## src/rtl/uart_tx_fifo_pkg.sv

```systemverilog
// Shared definitions for the byte-wide UART transmitter: FSM encodings and rbus slave-3 address head.
package uart_tx_fifo_pkg;

    typedef enum logic [2:0] {
        UTX_IDLE   = 3'd0,
        UTX_START  = 3'd1,
        UTX_DATA   = 3'd2,
        UTX_PARITY = 3'd3,
        UTX_STOP   = 3'd4
    } utx_state_t;

    localparam logic [7:0] UTX_ADDR_HEAD = 8'h02;
    localparam int         UTX_DATA_BITS = 8;

    function automatic logic utx_even_parity(input logic [7:0] d);
        return ^d;
    endfunction

endpackage

```

## src/rtl/sync_fifo.sv

```systemverilog
// First-word-fall-through synchronous FIFO; dout always shows the head entry so a pop can consume it in the same cycle.
module sync_fifo
    import uart_tx_fifo_pkg::*;
#(
    parameter int width = 8,
    parameter int depth = 16
) (
    input  logic                   clk_i,
    input  logic                   rst_i,
    input  logic                   push,
    input  logic                   pop,
    input  logic [width-1:0]       din,
    output logic [width-1:0]       dout,
    output logic                   full,
    output logic                   empty,
    output logic [$clog2(depth):0] count
);

    localparam int PTR_W = $clog2(depth);

    logic [width-1:0] mem [depth];
    logic [PTR_W-1:0] wr_ptr_reg;
    logic [PTR_W-1:0] rd_ptr_reg;
    logic [PTR_W:0]   count_reg;
    logic             push_ok;
    logic             pop_ok;

    // A push into a full FIFO is still accepted when a pop frees the head slot on the same edge.
    assign push_ok = push && (!full || pop);
    assign pop_ok  = pop && !empty;

    always_ff @(posedge clk_i) begin
        if (!rst_i) begin
            wr_ptr_reg <= '0;
            rd_ptr_reg <= '0;
            count_reg  <= '0;
        end else begin
            if (push_ok) begin
                wr_ptr_reg <= wr_ptr_reg + 1'b1;
            end
            if (pop_ok) begin
                rd_ptr_reg <= rd_ptr_reg + 1'b1;
            end
            case ({push_ok, pop_ok})
                2'b10:   count_reg <= count_reg + 1'b1;
                2'b01:   count_reg <= count_reg - 1'b1;
                default: count_reg <= count_reg;
            endcase
        end
    end

    always_ff @(posedge clk_i) begin
        if (push_ok) begin
            mem[wr_ptr_reg] <= din;
        end
    end

    assign dout  = mem[rd_ptr_reg];
    assign full  = (count_reg == (PTR_W + 1)'(depth));
    assign empty = (count_reg == '0);
    assign count = count_reg;

endmodule

```

## src/rtl/uart_tx_fifo.sv

```systemverilog
// Buffered 8N1 UART transmitter on rbus slave 3; define UART_TX_PARITY_EN for 8E1 frames.
module uart_tx_fifo
    import uart_tx_fifo_pkg::*;
#(
    parameter int CLKS_PER_BIT = 434,
    parameter int FIFO_DEPTH   = 16
) (
    input  logic                        clk_i,
    input  logic                        rst_i,
    input  logic                        en_i,
    input  logic                        we_i,
    input  logic [7:0]                  data_i,
    output logic                        tx_o,
    output logic                        busy_o,
    output logic                        empty_o,
    output logic                        full_o,
    output logic                        ovf_o,
    output logic [$clog2(FIFO_DEPTH):0] count_o
);

    localparam int                BAUD_W    = (CLKS_PER_BIT > 1) ? $clog2(CLKS_PER_BIT) : 1;
    localparam logic [BAUD_W-1:0] BAUD_LAST = BAUD_W'(CLKS_PER_BIT - 1);

    utx_state_t  state_reg, state_next;
    logic [BAUD_W-1:0] baud_reg, baud_next;
    logic [2:0]  bit_idx_reg, bit_idx_next;
    logic [2:0]  bit_idx_inc;
    logic [7:0]  shift_reg, shift_next;
    logic        tx_reg, tx_next;
    logic        ovf_reg;
    logic        bit_end;
    logic        push;
    logic        pop;
    logic [7:0]  fifo_dout;
    logic        fifo_full;
    logic        fifo_empty;
    logic [$clog2(FIFO_DEPTH):0] fifo_count;

    assign push = en_i && we_i;

    sync_fifo #(
        .width (UTX_DATA_BITS),
        .depth (FIFO_DEPTH)
    ) u_fifo (
        .clk_i (clk_i),
        .rst_i (rst_i),
        .push  (push),
        .pop   (pop),
        .din   (data_i),
        .dout  (fifo_dout),
        .full  (fifo_full),
        .empty (fifo_empty),
        .count (fifo_count)
    );

    assign bit_end     = (baud_reg == BAUD_LAST);
    assign bit_idx_inc = bit_idx_reg + 3'd1;

    always_comb begin
        state_next   = state_reg;
        baud_next    = bit_end ? '0 : baud_reg + 1'b1;
        bit_idx_next = bit_idx_reg;
        shift_next   = shift_reg;
        tx_next      = tx_reg;
        pop          = 1'b0;
        case (state_reg)
            UTX_IDLE: begin
                baud_next = '0;
                if (!fifo_empty) begin
                    pop        = 1'b1;
                    shift_next = fifo_dout;
                    state_next = UTX_START;
                    tx_next    = 1'b0;
                end
            end
            UTX_START: begin
                if (bit_end) begin
                    state_next   = UTX_DATA;
                    bit_idx_next = 3'd0;
                    tx_next      = shift_reg[0];
                end
            end
            UTX_DATA: begin
                if (bit_end) begin
                    if (bit_idx_reg == 3'd7) begin
`ifdef UART_TX_PARITY_EN
                        state_next = UTX_PARITY;
                        tx_next    = utx_even_parity(shift_reg);
`else
                        state_next = UTX_STOP;
                        tx_next    = 1'b1;
`endif
                    end else begin
                        bit_idx_next = bit_idx_inc;
                        tx_next      = shift_reg[bit_idx_inc];
                    end
                end
            end
`ifdef UART_TX_PARITY_EN
            UTX_PARITY: begin
                if (bit_end) begin
                    state_next = UTX_STOP;
                    tx_next    = 1'b1;
                end
            end
`endif
            UTX_STOP: begin
                // Chain straight into the next start bit so back-to-back frames have no idle gap.
                if (bit_end) begin
                    if (!fifo_empty) begin
                        pop        = 1'b1;
                        shift_next = fifo_dout;
                        state_next = UTX_START;
                        tx_next    = 1'b0;
                    end else begin
                        state_next = UTX_IDLE;
                        tx_next    = 1'b1;
                    end
                end
            end
            default: begin
                state_next = UTX_IDLE;
                baud_next  = '0;
                tx_next    = 1'b1;
            end
        endcase
    end

    always_ff @(posedge clk_i) begin
        if (!rst_i) begin
            state_reg   <= UTX_IDLE;
            baud_reg    <= '0;
            bit_idx_reg <= 3'd0;
            shift_reg   <= 8'd0;
            tx_reg      <= 1'b1;
            ovf_reg     <= 1'b0;
        end else begin
            state_reg   <= state_next;
            baud_reg    <= baud_next;
            bit_idx_reg <= bit_idx_next;
            shift_reg   <= shift_next;
            tx_reg      <= tx_next;
            if (push && fifo_full && !pop) begin
                ovf_reg <= 1'b1;
            end
        end
    end

    assign tx_o    = tx_reg;
    assign busy_o  = (state_reg != UTX_IDLE);
    assign empty_o = fifo_empty;
    assign full_o  = fifo_full;
    assign ovf_o   = ovf_reg;
    assign count_o = fifo_count;

endmodule

```

## config.mk

```make
export PLATFORM = sky130hd
export DESIGN_NAME = uart_tx_fifo
export DESIGN_NICKNAME = d
export VERILOG_FILES = /design/src/rtl/uart_tx_fifo_pkg.sv /design/src/rtl/sync_fifo.sv /design/src/rtl/uart_tx_fifo.sv
export SDC_FILE = /design/constraint.sdc
export NUM_CORES = 1
export LEC_CHECK = 0
export ABC_CLOCK_PERIOD_IN_PS = 3500
export BUFFER_PORTS_ARGS = -buffer_cell sky130_fd_sc_hd__buf_2
export CAP_MARGIN = 20
export CORE_ASPECT_RATIO = 1.4
export CORE_MARGIN = 3
export CORE_UTILIZATION = 25
export DETAILED_ROUTE_END_ITERATION = 12
export SETUP_SLACK_MARGIN = 0.02
export SLEW_MARGIN = 10
export SYNTH_ARGS = -nofsm -noshare
export SYNTH_HDL_FRONTEND = slang
export SYNTH_SLANG_ARGS = --single-unit
```

## constraint.sdc

```tcl
create_clock -name clk_i -period 3.5 [get_ports clk_i]
set_input_delay 0.7 -clock clk_i [delete_from_list [all_inputs] [get_ports clk_i]]
set_output_delay 0.7 -clock clk_i [all_outputs]
set_load 0.02 [all_outputs]
```

# Word level (Yosys, flattened, before mapping)
# Memories as Yosys holds them, arrays and structs flattened. A register that Yosys moved wholly into a read port is not among the register bits.
# Index checks and enable logic that the tools add are counted.
# totals
register_bits	38
latchBits	0
ramBits	128
mem_bits_ro	0
inputBits	12
wordCells	85
mem_count	1
# classes
addsub	6
n_mul	0
div_mod_pow	0
n_lt_le_gt_ge	1
n_eq_ne	14
n_shift	0
muxes	31
n_bitwise	2
reduce_logical	21
# memory_table
name	words	width	rd	rd_ports_with_merged_regs	wr	line_no	source
u_fifo.mem	16	8	1	1	1	sync_fifo.sv:21	logic [width-1:0] mem [depth];
# ops
op	n
$mux 3	8
$mux 8	2
$pmux 8 s2	1
$mux 1	12
$ne 2x2->1 const B	6
$pmux 3 s4	1
$pmux 5 s2	1
$add 9x1->9 const B	1
$eq 9x9->1 const B	1
$add 4x1->4 const B	2
$mux 4	2
$reduce_and 4->1	2
$eq 3x3->1 const B	2
$pmux 3 s2	1
$reduce_bool 2->1	3
$reduce_or 3->1	2
$add 5x1->5 const B	1
$eq 5x5->1 const B	1
$logic_and 1x1->1	5
$logic_not 5->1	1
$reduce_and 5->1	1
$sub 5x1->5 const B	1
$lt 3x4->1 const B	1
$pmux 1 s4	1
other kinds (13)	16

# Longest topological paths before layout
# logic_depth
word_depth	8
ltp_mapped	15

# Hierarchy
# From an unflattened synthesis, not the netlist that was laid out.
# unflattened
cells_unflattened	456
hier_area_um2	7136.8
# modules_own_cells
module	instances	cells_per_inst	area_per_inst_um2	seq_area_each_um2
sync_fifo	1	325	5900.7	4184.0
uart_tx_fifo	1	131	1236.2	500.5

# Least setup slack after synthesis
# Ideal clock, no wire load.
# synth_path
kind	flip-flop to flip-flop
from	reg u_fifo.count_reg[0] (netlist: u_fifo.count[0])
to	reg u_fifo.count_reg[4] (netlist: u_fifo.count[4])
arrival_time_ps	3139
required_ps	3368
setup_slack_ps	229
path_stages_with_launch	14
path_buffers	2
period_less_slack_ps	3271
cell_sequence	dfxtp_1 or4_1 buf_2 nor2_1 a2bb2oi_2 buf_6 ha_1 xor2_1 ha_1 a21oi_1 o22ai_1 a222oi_1 or3_1 a21oi_1
# synth_between
elab_cells_between_ends	16
classes_between	2 x add/sub; 3 x eq/ne; 4 x mux; 7 x reduce/logical
# synth_lines
item	line_no	source
start, declared	sync_fifo.sv:24	logic [PTR_W:0] count_reg;
start signal, assigned	sync_fifo.sv:45	2'b10: count_reg <= count_reg + 1'b1;
start signal, assigned	sync_fifo.sv:46	2'b01: count_reg <= count_reg - 1'b1;
start signal, assigned	sync_fifo.sv:47	default: count_reg <= count_reg;
$eq 5x5->1 (*)	sync_fifo.sv:59	assign full = (count_reg == (PTR_W + 1)'(depth));
via full_o	uart_tx_fifo.sv:16	output logic full_o,
$logic_not 1->1 (*)	sync_fifo.sv:29	assign push_ok = push && (!full || pop);
$logic_or 1x1->1 (*)	sync_fifo.sv:29	
$logic_and 1x1->1 (*)	sync_fifo.sv:29	
$eq 2x1->1 / $eq 2x2->1 (equally long branches)	sync_fifo.sv:44	case ({push_ok, pop_ok})
$pmux 5 s2 / $reduce_bool 2->1 (equally long branches)	--	
# Mark *: on every way through the listed nets, which the timed path passes. The rest lies on a longest branch.
# A chain may end at the register's enable or synchronous reset.

# Worst setup path in the final report
# layout_path
from	reg u_fifo.count_reg[1] (netlist: u_fifo.count[1])
to	reg u_fifo.count_reg[4] (netlist: u_fifo.count[4])
# layout_between
elab_chain_len	8
elab_cells_between_ends	16
classes_between	2 x add/sub; 3 x eq/ne; 4 x mux; 7 x reduce/logical
# layout_lines
item	line_no	source
$logic_not 5->1	sync_fifo.sv:60	assign empty = (count_reg == '0);
$mux 1	uart_tx_fifo.sv:69, uart_tx_fifo.sv:110	
$mux 1	uart_tx_fifo.sv:109	if (bit_end) begin
$pmux 1 s2	uart_tx_fifo.sv:66	case (state_reg)
$logic_or 1x1->1	sync_fifo.sv:29	
$logic_and 1x1->1	sync_fifo.sv:29	
$eq 2x1->1 / $eq 2x2->1 (equally long branches)	sync_fifo.sv:44	
$pmux 5 s2 / $reduce_bool 2->1 (equally long branches)	--	
# Several ways; a longest one is shown, not always the timed one.

==> flow_summary.json <==
{
  "vias": 3792,
  "p_leak_uw": 0.00263,
  "crit_type": "reg2reg",
  "drtAntennaViolNets": 0,
  "powerDensity_nw_per_um2": 673,
  "die_w_um": 147,
  "cp.arrival_ps": 3450,
  "post_cts_buffers": 0,
  "synth-simple-area-share_pct": 8.21,
  "cts_tree": "done",
  "drc_errors": 0,
  "diodes": 0,
  "worst_slack_ps": 315,
  "max-cap-violations": 0,
  "cts_buffers": 17,
  "async_reset_ff_share_pct": 0,
  "clock-sinks": 170,
  "grt_use_total_pct": 9.54,
  "cts_root_buffer": "clkbuf_16",
  "cp-start-kind": "flip-flop",
  "gp_congestion": 0.778,
  "postCtsHoldBufs": 0,
  "fin_skew_ps": 7.23,
  "via_per_inst": 4.34,
  "yosys.area.top_type": "edfxtp_1",
  "synth_nets": 484,
  "port_buffers": 21,
  "critPathMaxFanout": 8,
  "synth_compound_area_share_pct": 6.50,
  "ir_drop_uv": 266,
  "dpl-instance-area_um2": 7580,
  "place_hpwl_um": 8920,
  "synth_top_cell_area_share_pct": 55.2,
  "grt_pass1_vias": 3889,
  "synth_enable_flop_cells": 128,
  "place_ws_ps": 341,
  "ys_seq_area_share_pct": 67.3,
  "antenna_found_initial": 1,
  "status": "finished clean",
  "tns_ps": 0,
  "maxSlewViolCount": 0,
  "synthDistinctLibCells": 44,
  "finish.instance_area_um2": 8110,
  "first_pass_iters": 4,
  "die_area_um2": 29900,
  "period_share_pct": 91.0,
  "synth-adder-area-share_pct": 2.16,
  "fp-row-count": 71,
  "clk_latency_ps": 410,
  "rsz0062_at_grt": "no",
  "final_util_pct": 29.8,
  "synth_top_family_by_area": "multiplexers",
  "syn_to_final_growth_pct": 16.4,
  "syn_area_um2": 6970,
  "core-area_um2": 27200,
  "yosys_warnings": 0,
  "required_ps": 3760,
  "fin_nets": 521,
  "drtIter0Drc": 231,
  "worst_slew_pin_slew_ps": 728,
  "post-route-min-period_ps": 3180,
  "synth-main-ff-cell": "edfxtp_1",
  "clk_pin_slew_ps": 70,
  "overflow": 0,
  "synthCells": 460,
  "routed_wl_um": 13800,
  "drive_gt1_share_pct": 22.0,
  "start_util_pct": 25.6,
  "end_kind": "flip-flop",
  "cts_resized": 0,
  "syn_area_per_cell_um2": 15.1,
  "largest_reg_flops": 128,
  "finalNonFillerCells": 873,
  "max-slew-margin-rel_pct": 51.3,
  "fillers": 2775,
  "ys_top_cells_by_area": "edfxtp_1 (55%), dfxtp_1 (12%), mux4_2 (11%)",
  "cts_max_level": 4,
  "setup_viol": 0,
  "grt_pass1_wl_um": 22000,
  "fmax_ghz": 0.314,
  "ioPinCount": 22,
  "dp_cells": 843,
  "grt_max_degree": 33,
  "die_height_um": 204,
  "synth.mux.area_fraction_pct": 11.6,
  "cts.path.max_buffers": 2,
  "synth-xor-area-share_pct": 1.89,
  "post_drt_wl_per_cell_um": 15.8,
  "hold_viol": 0,
  "yosys_register_bits": 170,
  "hold_class": "reg2reg"
}
## layout by cell type, fill, tap and decap left out, types with 2 or more instances in the layout
master      count
edfxtp_1      128
nor2_1         48
dfxtp_1        41
mux4_2         34
nand2_1        22
buf_4          22
buf_2          21
clkbuf_16      17
a22o_1         16
inv_1          14
o21ai_0        12
ha_1           12
nor3_1         11
a21oi_1        11
o22ai_1        11
xor2_1          8
nand2b_1        7
xnor2_1         7
nand3_1         7
or3_1           6
clkinvlp_4      6
or2_2           4
mux2i_1         4
nor2b_1         4
o21a_1          3
nor4_1          3
or4_1           2
and3_1          2
a21boi_0        2
clkbuf_1        2
clkinv_1        2
## worst max-delay path, stage by stage, from the launching register on
cell      delay, ps
dfxtp_1         380
or4_1           670
o21ai_0         330
a21oi_2          80
ha_1            280
xor2_1          170
ha_1            180
a21oi_1         230
o22ai_1         130
a222oi_1        380
or3_1           160
a21oi_1          60
## where the power goes
part	switching, µW	total, µW	internal, µW	leakage [µW]
combinational	722	1300	577	0.000891
clock	747	1720	969	0.000239
sequential	125	2450	2320	0.00150
total	1590	5460	3870	0.00263
## Yosys cell counts (4+ instances only)
master / count
or2_2: 4
inv_1: 14
nand3_1: 7
or3_1: 6
clkbuf_1: 16
nor2b_1: 4
dfxtp_1: 42
a21oi_1: 11
xor2_1: 8
buf_2: 6
nand2b_1: 7
nand2_1: 22
o21ai_0: 12
ha_1: 12
o22ai_1: 11
mux2i_1: 4
a22o_1: 16
xnor2_1: 7
nor2_1: 48
edfxtp_1: 128
mux4_2: 34
nor3_1: 11
## kinds of logic after synthesis
logic type | Yosys count
mux | 38
xor+xnor | 15
simple gates | 121
buf+inv | 39
compound gates | 65
fa+ha+maj | 12
flops | 170
## stage by stage
step / power, µW / hold WS (ps)
after floorplan: 3460 / 430
after global routing: 5760 / 485
after CTS: 5530 / 473
after global placement: 3790 / 443
after detailed placement: 3800 / 458
final: 5460 / 467
## worst paths after layout
| check | cells after the start | start | slack (ps) | end |
|---|---|---|---|---|
| min | 1 | ovf_o | 470 | ovf_o |
| max reg2reg | 11 | u_fifo.count[1] | 320 | u_fifo.count[4] |
| max | 11 | u_fifo.count[1] | 320 | u_fifo.count[4] |
| min reg2reg | 1 | ovf_o | 470 | ovf_o |
## per-layer routing
metal | vias up | track usage (%) | wire (µm)
li1 | 1823 | - | -
met1 | 1892 | 12.4 | 6120
met2 | 68 | 16.1 | 7050
met3 | 7 | 2.47 | 565
met4 | 2 | 2.20 | 93
met5 | - | 0 | 7
## cell type report
class / count / area (µm²) / area share, %
clock inverters: 11 / 100 / 1.23
flip-flops and latches: 170 / 4690 / 57.8
inverters: 14 / 52.6 / 0.648
clock buffers: 19 / 433 / 5.34
multi-input cells: 251 / 2110 / 26.0
repair buffers: 43 / 270 / 3.33
well taps: 365 / 457 / 5.63
Note: power is estimated with default switching activity, not from simulation.
